`src/rtl/ssd_scan_ctrl.sv`:
```
// Signed 8-bit value to sign + 3 BCD digit converter (iterative shift-add-3) with a
// 4-digit time-multiplexed common-anode scan output for the downstream ssd_driver.
module ssd_scan_ctrl #(
  parameter int unsigned REFRESH_DIV = 100000
) (
  input  logic       ssd_scan_port_clk,
  input  logic       ssd_scan_port_rst,
  input  logic [7:0] ssd_scan_port_val,
  input  logic       ssd_scan_port_load,
  output logic       ssd_scan_port_busy,
  output logic       ssd_scan_port_done,
  output logic [3:0] ssd_scan_port_digit,
  output logic [3:0] ssd_scan_port_an
);

  localparam int unsigned CntW = (REFRESH_DIV > 1) ? $clog2(REFRESH_DIV) : 1;
  localparam logic [CntW-1:0] CntMax = CntW'(REFRESH_DIV - 1);

  localparam logic [3:0] CodeBlank = 4'hA;
  localparam logic [3:0] CodePos   = 4'hE;
  localparam logic [3:0] CodeNeg   = 4'hF;

  typedef enum logic [1:0] {
    StIdle,
    StConv,
    StCommit
  } state_e;

  state_e          r_state;
  state_e          w_state_nxt;
  logic [7:0]      r_mag;
  logic            r_sign;
  logic [11:0]     r_bcd;
  logic [2:0]      r_bit_cnt;
  logic            r_done;
  logic [3:0][3:0] r_disp;
  logic [CntW-1:0] r_ref_cnt;
  logic [1:0]      r_idx;

  logic [7:0]      w_mag_in;
  logic [11:0]     w_bcd_adj;
  logic [3:0][3:0] w_disp_new;
  logic [3:0]      w_hund;
  logic [3:0]      w_tens;
  logic [3:0]      w_ones;

  // -128 negates to 8'h80, which reads correctly as unsigned 128.
  assign w_mag_in = ssd_scan_port_val[7] ? (~ssd_scan_port_val + 8'd1) : ssd_scan_port_val;

  always_comb begin
    w_bcd_adj = r_bcd;
    for (int i = 0; i < 3; i++) begin
      if (r_bcd[i*4 +: 4] >= 4'd5) begin
        w_bcd_adj[i*4 +: 4] = r_bcd[i*4 +: 4] + 4'd3;
      end
    end
  end

  assign w_hund = r_bcd[11:8];
  assign w_tens = r_bcd[7:4];
  assign w_ones = r_bcd[3:0];

  always_comb begin
    w_disp_new    = '0;
    w_disp_new[3] = r_sign ? CodeNeg : CodePos;
    w_disp_new[2] = (w_hund == 4'd0) ? CodeBlank : w_hund;
    w_disp_new[1] = ((w_hund == 4'd0) && (w_tens == 4'd0)) ? CodeBlank : w_tens;
    w_disp_new[0] = w_ones;
  end

  always_comb begin
    w_state_nxt = r_state;
    unique case (r_state)
      StIdle:   if (ssd_scan_port_load) w_state_nxt = StConv;
      StConv:   if (r_bit_cnt == 3'd0) w_state_nxt = StCommit;
      StCommit: w_state_nxt = StIdle;
      default:  w_state_nxt = StIdle;
    endcase
  end

  always_ff @(posedge ssd_scan_port_clk) begin
    if (ssd_scan_port_rst) begin
      r_state   <= StIdle;
      r_mag     <= '0;
      r_sign    <= 1'b0;
      r_bcd     <= '0;
      r_bit_cnt <= '0;
      r_done    <= 1'b0;
      r_disp    <= {CodeBlank, CodeBlank, CodeBlank, CodeBlank};
    end else begin
      r_state <= w_state_nxt;
      r_done  <= (r_state == StCommit);
      unique case (r_state)
        StIdle: begin
          if (ssd_scan_port_load) begin
            r_mag     <= w_mag_in;
            r_sign    <= ssd_scan_port_val[7];
            r_bcd     <= '0;
            r_bit_cnt <= 3'd7;
          end
        end
        StConv: begin
          // Top BCD bit falls off the shift; hundreds never exceeds 2.
          {r_bcd, r_mag} <= {w_bcd_adj, r_mag} << 1;
          r_bit_cnt      <= r_bit_cnt - 3'd1;
        end
        StCommit: r_disp <= w_disp_new;
        default: ;
      endcase
    end
  end

  // Scan runs free of the converter so the display never flickers during conversion.
  always_ff @(posedge ssd_scan_port_clk) begin
    if (ssd_scan_port_rst) begin
      r_ref_cnt <= '0;
      r_idx     <= 2'd0;
    end else if (r_ref_cnt == CntMax) begin
      r_ref_cnt <= '0;
      r_idx     <= r_idx + 2'd1;
    end else begin
      r_ref_cnt <= r_ref_cnt + 1'b1;
    end
  end

  assign ssd_scan_port_busy  = (r_state != StIdle);
  assign ssd_scan_port_done  = r_done;
  assign ssd_scan_port_digit = r_disp[r_idx];
  assign ssd_scan_port_an    = ~(4'b0001 << r_idx);

endmodule
```
`config.mk`:
```
export PLATFORM = sky130hd
export DESIGN_NAME = ssd_scan_ctrl
export DESIGN_NICKNAME = d
export VERILOG_FILES = /design/src/rtl/ssd_scan_ctrl.sv
export SDC_FILE = /design/constraint.sdc
export NUM_CORES = 1
export LEC_CHECK = 0
export BUFFER_PORTS_ARGS = -buffer_cell sky130_fd_sc_hd__buf_2
export CAP_MARGIN = 25
export CORE_MARGIN = 2
export CORE_UTILIZATION = 59
export DETAILED_ROUTE_END_ITERATION = 8
export PLACE_DENSITY = 0.87
export SLEW_MARGIN = 20
export SYNTH_ARGS = -nofsm -noshare
export SYNTH_HDL_FRONTEND = slang
export SYNTH_SLANG_ARGS = --single-unit
```
`constraint.sdc`:
```
create_clock -name ssd_scan_port_clk -period 2 [get_ports ssd_scan_port_clk]
set_clock_uncertainty 0.2 [all_clocks]
set_input_delay 0.3 -clock ssd_scan_port_clk [delete_from_list [all_inputs] [get_ports ssd_scan_port_clk]]
set_output_delay 0.3 -clock ssd_scan_port_clk [all_outputs]
set_load 0.05 [all_outputs]
```
==> results.md <==
* Synth Instances at 338
* Area delta synth->final at 13.2%
* Hold WC Path Type: in -> reg
* Routed WL per cell at 13.6 microns
* Final Hold Viols at 0
* Max VDD drop at 0.432 mV
* Clock Root Buffer: clkbuf_8
* Cell row count at 25
* Pwr dens at 734 mW/mm^2
* GPL Wtd Cong at 0.797
* # diodes at 0
* F_max at 0.517 GHz
* Post-synthesis sequential area ratio at 0.410
* Crit-path cells: mux4_2 -> buf_2
* Via count at 2514
* Final WL at 5930 microns
* Number of instances in the placed design at 421
* Critical path type: reg -> out
* Final Power at 0.00243 W
* CTS H-tree lvls at 3
* Die width at 74.4 microns
* Crit path max-delay cell type: mux4_2
* Netlist cell types at 47
* Core ar. at 0.00475 sq mm
* Top_reg_cell synth: dfxtp_1
* Async SR Flop Fraction at 0
* Yosys reg bits at 60
* Post-DR vias/cell at 5.75
* CTS Buffer Depth at 2
* Unrepaired setup endpoints after global routing: no
* Initial core utilization at 0.616
* Share of layout cells above drive strength 1 at 0.159
* Mapped Nets at 364
* Non-filler cells, final at 437
* Number of global-route vias before repair at 2286
* Mapped cell area at 0.00293 sq mm
* Max incr delay on CP at 500 ps
* Worst endpoint required time at 1500 ps
* Setup TNS at 0 ps
* Port Buf Inserts at 20
* Antenna violations before repair at 0
* Drt drc at 0
* Multi-input logic area at 0.00158 sq mm
* Die area at 0.00554 sq mm
* IO Pins at 21
* DRT iter0 DRCs at 200
* Avg Cell Area, Syn at 8.66 sq um
* Largest net degree at the start of global routing at 19
* Post-route clock period utilization at 0.968
* Max FO, Critical Path at 6
* Reg area at 0.00121 sq mm
* GR Util All Layers at 0.239
* CTS tree: built
* Skew-Pair Late Insertion Delay at 330 ps
* Nets at 392
* Total CTS buffers at 9
* Fill cells at 380
* Status: finished, final reports clean
* Max-cap violations at 0
* Post-synth EDFFs at 0
* Max-slew violations at 0
* Static leakage at 1.30 nW
* Startpoint Class: register
* Crit end category: output port
* Drt pass-1 iters at 5
* # setup viols final at 0
* Global-route wire length before repair at 10000 microns
* Worst Path Arrival at 1440 ps
* Worst-path clk slew at 60 ps
* Half-perimeter wire length after placement at 4330 microns
* Grt ovf at 0
* Final min period at 1940 ps
* Worst Max-Slew Pin Slew at 407 ps
* Antenna Nets Post-Route at 0
* Clock sink count at 60
* Die Ht at 74.4 microns
* Max-slew headroom at 0.725
* YS warnings at 0
## cell type report
type,instances,share of cell area
Multi-Input combinational cell,241,0.477
Sequential cell,60,0.364
Timing Repair Buffer,32,0.0582
Clock buffer,13,0.0480
Tap cell,67,0.0253
Inverter,22,0.0249
Clock inverter,2,0.00302
## sequential cells by signal, summed over array words and instances (netlist names)
name,flops
r_disp,14
ssd_scan_port_done,1
r_mag,8
r_ref_cnt,17
r_sign,1
r_idx,2
r_bit_cnt,3
r_state,2
r_bcd,12
## per-layer routing
layer / vias up / track usage / wire, microns
met5: - / 0 / 0
met2: 84 / 0.398 / 2890
met1: 1180 / 0.289 / 2690
met4: 0 / 0.0992 / 57
met3: 8 / 0.0691 / 296
li1: 1242 / - / -
## synth_stat cells, drive strengths merged, types with 2 or more instances
cell type	n	area share
and2	4	0.0085
and4	4	0.014
buf	6	0.013
clkbuf	9	0.012
nand3	13	0.027
nand2b	6	0.013
nor3	12	0.021
nand4	8	0.017
and3	3	0.0064
nor3b	3	0.0077
a211oi	2	0.0051
inv	22	0.028
a222oi	3	0.010
o21a	2	0.0051
nor2b	3	0.0064
or2	2	0.0043
o41ai	2	0.0060
o21ai	12	0.022
a22o	7	0.021
or3	3	0.0064
ha	15	0.064
a21o	2	0.0051
or4	2	0.0051
nor4	4	0.0085
mux4	2	0.015
nand2	29	0.037
xnor2	10	0.030
o31ai	3	0.0077
a22oi	3	0.0077
nor2	32	0.041
dfxtp	60	0.41
a21oi	25	0.043
o22ai	4	0.0085
mux2i	5	0.017
xor2	11	0.033
## final timing paths
path                         from  depth (start not counted)  slack (ps)                endpoint
min reg2reg             r_disp[8]                          2         250               r_disp[8]
max reg2reg              r_bcd[8]                          6         220               r_disp[4]
max                      r_idx[1]                          2          60  ssd_scan_port_digit[2]
min          ssd_scan_port_val[0]                          3          60                r_mag[0]
## kinds of logic (layout without fill, tap and decap cells)
kind of cell / count (synthesis) / in the layout / synth area share
xor gates and xnor gates: 21 / 21 / 0.0628
adders and majority gates: 15 / 15 / 0.0641
DFF: 60 / 60 / 0.410
buffers and inverters: 37 / 69 / 0.0526
muxes: 7 / 7 / 0.0325
and+or+nand+nor: 130 / 130 / 0.228
AOI/OAI and AO/OA: 68 / 68 / 0.149
## worst max-delay path, delay by kind of cell, from the launching register on
family	cells	cell delay, ps
multiplexers	1	500
buffers and inverters	1	220
flip-flops	1	390
## through the flow
step                area (sq um)  hold WS (ps)   util  setup WS (ps)
floorplan                   2930           202      -            253
global placement            3130           236  0.658            286
detailed placement          3130           245  0.658            230
CTS                         3310          52.5  0.696           13.1
global route                3310          78.9  0.697           12.7
finish                      3310          62.1  0.697           64.6
## power by group
group          switching, W  leakage (nW)  total (W)  internal, W
registers         0.0000261         0.488    0.00126      0.00123
logic              0.000150         0.724   0.000246    0.0000958
clock network      0.000423        0.0893   0.000930     0.000507
## placed cells by master (no fill, tap or decap), drive strengths merged, types with 4 or more instances in the layout
cell type / Yosys / final
and4: 4 / 4
nor2: 32 / 32
buf: 6 / 31
xnor2: 10 / 10
a21oi: 25 / 25
o22ai: 4 / 4
nand3: 13 / 13
and2: 4 / 4
dfxtp: 60 / 60
clkbuf: 9 / 13
inv: 22 / 22
xor2: 11 / 11
nor4: 4 / 4
nand4: 8 / 8
nand2: 29 / 29
o21ai: 12 / 12
nand2b: 6 / 6
nor3: 12 / 12
a22o: 7 / 7
mux2i: 5 / 5
ha: 15 / 15
## repair_timing
item | in CTS | in global routing
resized for setup | 2 | 1
setup endpoints to repair | 7 | 3
setup buffers | 0 | 0
hold endpoints to repair | 1 | 0
hold buffers | 1 | 0
No activity file was read; power rests on OpenSTA's default activity.
